[src/rtl/deser_pkg.sv]
// deser_pkg: shared types and default widths for the deserializer slice.
//   DEF_DATA_W   - default parallel word width / maximum burst length
//   DEF_MOD_W    - default width of the bit-count field
//   deser_word_t - one completed word as stored in the output FIFO
//   deser_state_t- assembler FSM states
package deser_pkg;

    localparam int DEF_DATA_W = 16;
    localparam int DEF_MOD_W  = $clog2(DEF_DATA_W);

    typedef struct packed {
        logic [DEF_DATA_W-1:0] data;
        logic [DEF_MOD_W-1:0]  mod;
    } deser_word_t;

    typedef enum logic {
        IDLE,
        COLLECT
    } deser_state_t;

endpackage

[src/rtl/deser_fifo.sv]
// deser_fifo: synchronous first-word-fall-through FIFO of completed words.
//   clk_i, srst_i   - clock, synchronous active-high reset (pointers only)
//   push, push_word - write request and word; ignored when full unless a pop
//                     happens in the same cycle
//   pop             - consume the head; ignored when empty
//   head            - current head word, all zeros while empty
//   full, empty     - occupancy flags
module deser_fifo
    import deser_pkg::*;
#(
    parameter type word_t     = deser_word_t,
    parameter int  FIFO_DEPTH = 2
) (
    input  logic  clk_i,
    input  logic  srst_i,
    input  logic  push,
    input  word_t push_word,
    input  logic  pop,
    output word_t head,
    output logic  full,
    output logic  empty
);

    localparam int AW = $clog2(FIFO_DEPTH);

    // One extra pointer bit distinguishes full from empty when the
    // index bits coincide.
    logic [AW:0] wr_ptr_p0;
    logic [AW:0] rd_ptr_p0;
    word_t       mem [FIFO_DEPTH];
    logic        wr_en;
    logic        rd_en;

    assign empty = (wr_ptr_p0 == rd_ptr_p0);
    assign full  = (wr_ptr_p0[AW] != rd_ptr_p0[AW]) &&
                   (wr_ptr_p0[AW-1:0] == rd_ptr_p0[AW-1:0]);

    // A full FIFO still accepts a word when the head leaves in the same cycle.
    assign wr_en = push && (!full || pop);
    assign rd_en = pop && !empty;

    always_comb begin
        head = '0;
        if (!empty) begin
            head = mem[rd_ptr_p0[AW-1:0]];
        end
    end

    always_ff @(posedge clk_i) begin
        if (wr_en) begin
            mem[wr_ptr_p0[AW-1:0]] <= push_word;
        end
    end

    always_ff @(posedge clk_i) begin
        if (srst_i) begin
            wr_ptr_p0 <= '0;
            rd_ptr_p0 <= '0;
        end else begin
            if (wr_en) begin
                wr_ptr_p0 <= wr_ptr_p0 + 1'b1;
            end
            if (rd_en) begin
                rd_ptr_p0 <= rd_ptr_p0 + 1'b1;
            end
        end
    end

endmodule

[src/rtl/deserializer.sv]
// deserializer: collects an MSB-first serial stream into left-aligned words,
// buffers them in a small FWFT FIFO and hands them out over valid/ready.
//   clk_i, srst_i      - clock, synchronous active-high reset
//   ser_data_i         - serial bit, first bit of a burst is the word MSB
//   ser_data_val_i     - serial bit valid; a continuous high run is one burst
//   deser_data_o       - head word, left-aligned, unused low bits zero
//   deser_data_mod_o   - head bit count modulo DATA_W (0 means DATA_W)
//   deser_data_val_o   - head valid
//   deser_data_rdy_i   - consumer takes the head when valid and ready
//   overflow_o         - one-cycle pulse after a completed word was dropped
// DATA_W must be at least 2.
module deserializer
    import deser_pkg::*;
#(
    parameter int DATA_W     = DEF_DATA_W,
    parameter int MOD_W      = $clog2(DATA_W),
    parameter int FIFO_DEPTH = 2
) (
    input  logic              clk_i,
    input  logic              srst_i,
    input  logic              ser_data_i,
    input  logic              ser_data_val_i,
    output logic [DATA_W-1:0] deser_data_o,
    output logic [MOD_W-1:0]  deser_data_mod_o,
    output logic              deser_data_val_o,
    input  logic              deser_data_rdy_i,
    output logic              overflow_o
);

    typedef struct packed {
        logic [DATA_W-1:0] data;
        logic [MOD_W-1:0]  mod;
    } word_t;

    // Count held before the final bit of a full-length burst is shifted in.
    localparam logic [MOD_W:0] LAST_CNT = (MOD_W+1)'(DATA_W - 1);

    // Move the first received bit of an n-bit burst up to the word MSB.
    function automatic logic [DATA_W-1:0] left_justify(
        input logic [DATA_W-1:0] v,
        input logic [MOD_W:0]    n
    );
        return v << (DATA_W - int'(n));
    endfunction

    deser_state_t      state_p0;
    logic [DATA_W-1:0] sreg_p0;
    logic [MOD_W:0]    cnt_p0;
    logic              overflow_p1;

    logic [DATA_W-1:0] sreg_next;
    logic              push;
    word_t             push_word;
    word_t             head;
    logic              pop;
    logic              full;
    logic              empty;

    // Stage p0: bit collection and word completion
    always_comb begin
        sreg_next = {sreg_p0[DATA_W-2:0], ser_data_i};
        push      = 1'b0;
        push_word = '0;
        if (state_p0 == COLLECT) begin
            if (ser_data_val_i) begin
                if (cnt_p0 == LAST_CNT) begin
                    push           = 1'b1;
                    push_word.data = sreg_next;
                    push_word.mod  = '0;
                end
            end else begin
                push           = 1'b1;
                push_word.data = left_justify(sreg_p0, cnt_p0);
                push_word.mod  = cnt_p0[MOD_W-1:0];
            end
        end
    end

    always_ff @(posedge clk_i) begin
        if (srst_i) begin
            state_p0    <= IDLE;
            sreg_p0     <= '0;
            cnt_p0      <= '0;
            overflow_p1 <= 1'b0;
        end else begin
            overflow_p1 <= push && full && !pop;
            if (state_p0 == IDLE) begin
                if (ser_data_val_i) begin
                    sreg_p0  <= {{(DATA_W-1){1'b0}}, ser_data_i};
                    cnt_p0   <= (MOD_W+1)'(1);
                    state_p0 <= COLLECT;
                end
            end else begin
                if (ser_data_val_i) begin
                    sreg_p0 <= sreg_next;
                    if (cnt_p0 == LAST_CNT) begin
                        cnt_p0   <= '0;
                        state_p0 <= IDLE;
                    end else begin
                        cnt_p0 <= cnt_p0 + 1'b1;
                    end
                end else begin
                    cnt_p0   <= '0;
                    state_p0 <= IDLE;
                end
            end
        end
    end

    // Stage p1: word buffer and output handshake
    assign pop = deser_data_val_o && deser_data_rdy_i;

    deser_fifo #(
        .word_t     (word_t),
        .FIFO_DEPTH (FIFO_DEPTH)
    ) u_fifo (
        .clk_i     (clk_i),
        .srst_i    (srst_i),
        .push      (push),
        .push_word (push_word),
        .pop       (pop),
        .head      (head),
        .full      (full),
        .empty     (empty)
    );

    assign deser_data_val_o = !empty;
    assign deser_data_o     = head.data;
    assign deser_data_mod_o = head.mod;
    assign overflow_o       = overflow_p1;

endmodule

[config.mk]
export PLATFORM = sky130hd
export DESIGN_NAME = deserializer
export DESIGN_NICKNAME = d
export VERILOG_FILES = /design/src/rtl/deser_pkg.sv /design/src/rtl/deser_fifo.sv /design/src/rtl/deserializer.sv
export SDC_FILE = /design/constraint.sdc
export NUM_CORES = 1
export LEC_CHECK = 0
export BUFFER_PORTS_ARGS = -buffer_cell sky130_fd_sc_hd__buf_2
export CAP_MARGIN = 0
export CORE_ASPECT_RATIO = 1.25
export CORE_MARGIN = 10
export CORE_UTILIZATION = 60
export CTS_CLUSTER_DIAMETER = 40
export DETAILED_ROUTE_END_ITERATION = 6
export GPL_ROUTABILITY_DRIVEN = 0
export PLACE_DENSITY_LB_ADDON = 0.05
export SETUP_SLACK_MARGIN = 0.02
export SLEW_MARGIN = 30
export SYNTH_ARGS = -nofsm -noshare
export SYNTH_HDL_FRONTEND = slang
export SYNTH_SLANG_ARGS = --single-unit
[constraint.sdc]
create_clock -name clk_i -period 4.3 [get_ports clk_i]
set_input_delay 0.86 -clock clk_i [delete_from_list [all_inputs] [get_ports clk_i]]
set_output_delay 0.86 -clock clk_i [all_outputs]
set_load 0.02 [all_outputs]
Yosys cells after proc, flatten, opt, wreduce, memory -nomap -nowiden
Memories as Yosys holds them, arrays and structs flattened. A register that Yosys moved wholly into a read port is not among the register bits.
Index checks and enable logic that the tools add are counted.
{"block": "word_totals", "regBits": 27, "latchBits": 0, "mem_bits_rw": 40, "romBits": 0, "inputBits": 5, "output_inout_bits": 22, "memories": 1}
{"name": "u_fifo.mem", "words": 2, "width": 20, "read_ports": 1, "rd_ports_with_merged_regs": 1, "wr": 1, "line_no": "deser_fifo.sv:30", "text": "word_t mem [FIFO_DEPTH];"}
{"block": "classes", "n_addsub": 4, "n_mul": 0, "n_div": 0, "magnitude_cmp": 0, "eq_ne": 4, "shift": 1, "n_mux": 22, "bitwise": 0, "reduce_logical": 11}
{"cell": "2-to-1 mux 20 bit", "count": 4}
{"cell": "2-to-1 mux 16 bit", "count": 3}
{"cell": "<< shifter 16 x 32 -> 16 bit", "count": 1}
{"cell": "2-to-1 mux 5 bit", "count": 4}
{"cell": "2-to-1 mux 1 bit", "count": 11}
{"cell": "logical AND 1 bit", "count": 6}
{"cell": "subtractor 5 x 5 -> 6 bit (first input constant)", "count": 1}
{"cell": "adder 5 x 1 -> 5 bit (second input constant)", "count": 1}
{"cell": "== test 5 x 4 -> 1 bit (second input constant)", "count": 1}
{"cell": "adder 2 x 1 -> 2 bit (second input constant)", "count": 2}
{"cell": "zero test 1 bit", "count": 3}
{"cell": "== test 2 bit", "count": 1}
{"cell": "nonzero test 2 bit", "count": 1}
{"cell": "== test 1 bit", "count": 1}
{"cell": "logical OR 1 bit", "count": 1}
{"cell": "inequality test 1 bit", "count": 1}

Logic depth before layout (Yosys ltp)
{"block": "depth", "word_depth": 7, "ltp_mapped": 11, "mapped_depth_nobuf": 7}

Cells and area by module
Synthesis repeated with hierarchy kept, for this count alone.
{"block": "unflattened", "cells_unflattened": 384, "hier_area_um2": 3822.4}
{"module": "deserializer", "instances": 1, "cells_per_inst": 265, "area_per_inst_um2": 2013.2, "seq_area_each_um2": 460.4}
{"module": "deser_fifo", "instances": 1, "cells_per_inst": 119, "area_per_inst_um2": 1809.2, "seq_area_each_um2": 1301.2}

Worst setup path before layout
Ideal clock, no wire load.
{"block": "synth_timing", "path_kind": "input to register", "startpoint": "in ser_data_val_i", "endpoint": "mem u_fifo.mem[0][0] (netlist bit) (enable)", "arrival_time_ns": 2.343, "path_slack_ns": 1.558, "cell_stages": 4, "path_cell_list": "clkbuf_1 > a21boi_1 > and2_1 > nor2b_1"}
{"block": "synth_between", "elab_chain_cells": 5}
{"element": "start: declaration", "line_no": "deserializer.sv:22", "text": "input logic ser_data_val_i,"}
{"element": "2-to-1 mux 1 bit", "line_no": "deserializer.sv:65", "text": "if (ser_data_val_i) begin"}
{"element": "2-to-1 mux 1 bit", "line_no": "deserializer.sv:64", "text": "if (state_p0 == COLLECT) begin"}
{"element": "logical AND 1 bit", "line_no": "deser_fifo.sv:39", "text": "assign wr_en = push && (!full || pop);"}
{"element": "2-to-1 mux 1 bit", "line_no": "deser_fifo.sv:50", "text": "if (wr_en) begin"}
{"element": "2-to-1 mux 1 bit (implied by the code)", "line_no": "deser_fifo.sv:51", "text": "mem[wr_ptr_p0[AW-1:0]] <= push_word;"}
{"element": "end: declaration", "line_no": "deser_fifo.sv:30"}
No other way between the ends.

==> impl_metrics.prom <==
# TYPE chip_impl_metric gauge
chip_impl_info{name="status",value="finished, final reports clean"} 1
chip_impl_metric{name="die_w",unit="um"} 91.81
chip_impl_metric{name="boundary_pin_count",unit=""} 27
chip_impl_metric{name="avgViaCountPerCell",unit=""} 6.335
chip_impl_metric{name="grt_util_all_layers",unit=""} 0.1865
chip_impl_metric{name="detail_route_antenna_nets",unit=""} 0
chip_impl_metric{name="pin_count_of_the_biggest_net_entering_global_routing",unit=""} 37
chip_impl_metric{name="power",unit="mW"} 1.469
chip_impl_metric{name="drv_slew",unit=""} 0
chip_impl_info{name="synth.largest_area_cell",value="sky130_fd_sc_hd__edfxtp_1"} 1
chip_impl_info{name="worst_setup_path_endpoint",value="u_fifo.mem[0][14]"} 1
chip_impl_metric{name="cp_data_arrival_time",unit="ps"} 3010
chip_impl_metric{name="clock_insertion_delay_worst_skew",unit="ps"} 350
chip_impl_metric{name="residual_drc",unit=""} 0
chip_impl_metric{name="seq_area_frac_synth",unit=""} 0.4555
chip_impl_metric{name="fin_setup_tns",unit="ps"} 0
chip_impl_metric{name="clk_pin_slew_worst_paths",unit="ps"} 70
chip_impl_metric{name="setup_violations",unit=""} 0
chip_impl_metric{name="r2r.worst_path.cells",unit=""} 7
chip_impl_info{name="worst-setup-path-type",value="register to register"} 1
chip_impl_metric{name="clock-skew-final",unit="ps"} 9.134
chip_impl_metric{name="syn-instance-count",unit=""} 390
chip_impl_metric{name="design.core.area",unit="mm2"} 0.006206
chip_impl_metric{name="detailedRoute.firstPassIterationCount",unit=""} 5
chip_impl_metric{name="postSynthAreaPerCell",unit="um2"} 9.917
chip_impl_metric{name="area.sequential",unit="mm2"} 0.001763
chip_impl_metric{name="worst_slack",unit="ps"} 1375
chip_impl_metric{name="routedLengthMet1",unit="mm"} 3.792
chip_impl_info{name="timing.critical_path.to_type",value="register"} 1
chip_impl_metric{name="fin_nets",unit=""} 409
chip_impl_metric{name="tightest_slew",unit="ps"} 763.2
chip_impl_metric{name="synth_fp_nets",unit=""} 397
chip_impl_info{name="rr_endpoint",value="u_fifo.mem[0][14]"} 1
chip_impl_metric{name="timing.final.crit_share",unit=""} 0.6803
chip_impl_metric{name="clkSinkCount",unit=""} 68
chip_impl_metric{name="crit_path_max_fanout",unit=""} 19
chip_impl_metric{name="synth-seq-cells",unit=""} 68
chip_impl_metric{name="synth_top_area_frac",unit=""} 0.3106
chip_impl_metric{name="antenna_found_initial",unit=""} 0
chip_impl_metric{name="final.fill_count",unit=""} 514
chip_impl_info{name="crit_path_start",value="cnt_p0[1]"} 1
chip_impl_metric{name="routed_wire_length_per_instance",unit="um"} 18.82
chip_impl_metric{name="initial_core_util",unit=""} 0.6232
chip_impl_metric{name="n_antenna_cell",unit=""} 0
chip_impl_metric{name="die_area",unit="mm2"} 0.01008
chip_impl_metric{name="fmax",unit="MHz"} 341.9
chip_impl_info{name="hold_class",value="register to register"} 1
chip_impl_metric{name="post-cts-setup-buffer-count",unit=""} 0
chip_impl_metric{name="ys_warns",unit=""} 0
chip_impl_metric{name="first_iter_violations",unit=""} 233
chip_impl_info{name="layout.cells.most_common_list",value="sky130_fd_sc_hd__nor2_1 (54), sky130_fd_sc_hd__edfxtp_1 (40), sky130_fd_sc_hd__nand2_1 (36), sky130_fd_sc_hd__mux2i_1 (27), sky130_fd_sc_hd__dfxtp_1 (27)"} 1
chip_impl_metric{name="finalCoreUtilization",unit=""} 0.6798
chip_impl_metric{name="fp-row-count",unit=""} 32
chip_impl_metric{name="power.static_leakage",unit="nW"} 1.502
chip_impl_metric{name="wl_met3",unit="um"} 728
chip_impl_metric{name="hold_viol",unit=""} 0
chip_impl_metric{name="finalCriticalPeriod",unit="ps"} 2925
chip_impl_metric{name="setup.reg_to_reg.worst_slack",unit="ps"} 1370
chip_impl_metric{name="wirelength",unit="mm"} 9.261
chip_impl_info{name="layout_commonest_cell",value="sky130_fd_sc_hd__nor2_1"} 1
chip_impl_metric{name="post_cts_hold_buffer_count",unit=""} 0
chip_impl_metric{name="setup_slack_placement",unit="ps"} 1422
chip_impl_metric{name="vias",unit=""} 3117
chip_impl_metric{name="areaGrowthSynthToFinish",unit="%"} 9.091
chip_impl_metric{name="h-tree-depth",unit=""} 3
chip_impl_metric{name="timing.max_cap.violations",unit=""} 0
chip_impl_metric{name="global_route_wire_length_before_repair",unit="mm"} 15.11
chip_impl_metric{name="irDropWorstVdd",unit="V"} 0.0002445
chip_impl_metric{name="mappedNetlistArea",unit="mm2"} 0.003867
chip_impl_metric{name="power_per_cell_area",unit="mW/mm2"} 348.3
chip_impl_metric{name="ys_types",unit=""} 59
chip_impl_info{name="synth.area.top_cells",value="sky130_fd_sc_hd__edfxtp_1 (31%), sky130_fd_sc_hd__dfxtp_1 (14%), sky130_fd_sc_hd__mux2i_1 (7.0%)"} 1
chip_impl_metric{name="routed-wl-met2",unit="mm"} 4.299
chip_impl_metric{name="cp_data_required_time",unit="ps"} 4380
chip_impl_metric{name="max_slew_headroom",unit=""} 0.4912
chip_impl_info{name="cts_root_buffer",value="sky130_fd_sc_hd__clkbuf_8"} 1
chip_impl_metric{name="postSynth.asyncResetShare",unit=""} 0
chip_impl_metric{name="die_y",unit="um"} 109.8
chip_impl_metric{name="cts.repair.resized",unit=""} 0
chip_impl_metric{name="port_buf_inserts",unit=""} 26
chip_impl_metric{name="final_layout_size_suffix_gt1_frac",unit=""} 0.1843
chip_impl_info{name="top_layer",value="met4"} 1
chip_impl_metric{name="grt_pass1_vias",unit=""} 2916
chip_impl_metric{name="cts_buffers",unit=""} 9
chip_impl_metric{name="total_area_of_multi_input_combinational_cells",unit="mm2"} 0.001931
chip_impl_metric{name="detailedPlacementHpwl",unit="mm"} 6.382
chip_impl_info{name="ys.flop_type",value="sky130_fd_sc_hd__edfxtp_1"} 1
chip_impl_info{name="cts_tree",value="built"} 1
chip_impl_info{name="unrepaired_setup_endpoints_after_global_routing",value="no"} 1
chip_impl_info{name="crit_path_start_kind",value="register"} 1
chip_impl_info{name="regToRegStartpoint",value="cnt_p0[1]"} 1
chip_impl_metric{name="grt_remaining_overflow",unit=""} 0
chip_impl_metric{name="ctsLongestPathBuffers",unit=""} 2
chip_impl_metric{name="worst_hold_slack",unit="ps"} 487.4
chip_impl_metric{name="number_of_flops_mapped_to_enable_cells_by_yosys",unit=""} 40
==> logic make-up after synthesis <==
logic type | after synthesis | share of synthesized area
AND/OR/NAND/NOR | 147 | 0.1809
buffers and inverters | 38 | 0.04755
adder cells (fa/ha/maj) | 2 | 0.006469
flip-flops | 68 | 0.4555
multiplexers | 42 | 0.1310
XOR/XNOR | 15 | 0.03397
AO/OA/AOI/OAI | 78 | 0.1446
==> metal layers <==
metal  up-vias  global-route usage
met5         -                   0
met4         0              0.1181
met3        48             0.05048
met2       182              0.2976
met1      1433              0.2204
li1       1454                   -
==> per-stage QoR <==
step                      std cells  area, um2
final                           492       4219
after global routing            492       4219
after CTS                       492       4210
after detailed placement        476       3993
after global placement          476       3991
after floorplan                 390       3867
==> synth_stat cells, drive strengths merged (4+ instances only) <==
master,number
a221oi,4
nand3,23
mux2,10
a31oi,5
a22oi,9
o21ai,10
mux2i,27
nor2,54
clkbuf,14
buf,17
a21oi,27
mux4,5
inv,6
nor3b,6
dfxtp,28
nand2,36
nor3,7
and2,8
edfxtp,40
o31ai,5
xor2,4
xnor2,11
==> critical path: stages, from the launching register on <==
cell	delay, ps
sky130_fd_sc_hd__dfxtp_1	540
sky130_fd_sc_hd__inv_1	140
sky130_fd_sc_hd__ha_1	460
sky130_fd_sc_hd__buf_4	320
sky130_fd_sc_hd__mux2i_1	410
sky130_fd_sc_hd__a2111oi_2	120
sky130_fd_sc_hd__a2111oi_0	520
sky130_fd_sc_hd__o21ai_1	140
==> state kept, by name (all words and copies together), names as in the netlist, named ones only <==
register          count
overflow_o            1
u_fifo.rd_ptr_p0      2
u_fifo.wr_ptr_p0      2
cnt_p0                5
state_p0              1
u_fifo.mem           40
sreg_p0              16
==> worst min path at each step <==
stage / startpoint / end / slack, ps / cells after the start
final: sreg_p0[15] / sreg_p0[15] / 490 / 2
after global routing: sreg_p0[15] / sreg_p0[15] / 520 / 2
after CTS: sreg_p0[15] / sreg_p0[15] / 480 / 2
after detailed placement: sreg_p0[15] / sreg_p0[15] / 470 / 2
after global placement: sreg_p0[15] / sreg_p0[15] / 470 / 2
after floorplan: sreg_p0[15] / sreg_p0[15] / 440 / 2
==> power breakdown <==
| part | switching (mW) | internal [mW] | total (mW) |
|---|---|---|---|
| clock | 0.243 | 0.327 | 0.571 |
| combinational | 0.123 | 0.0662 | 0.190 |
| sequential | 0.0170 | 0.692 | 0.709 |
| total | 0.384 | 1.09 | 1.47 |
==> layout make-up <==
class | count | share of cell area
tap | 85 | 0.02521
inverter | 7 | 0.006228
multi-input combinational | 284 | 0.4576
clock inverter | 6 | 0.02135
timing repair buffer | 32 | 0.04152
sequential | 68 | 0.4179
clock buffer | 10 | 0.03025
Power figures use the tool's default switching activity.
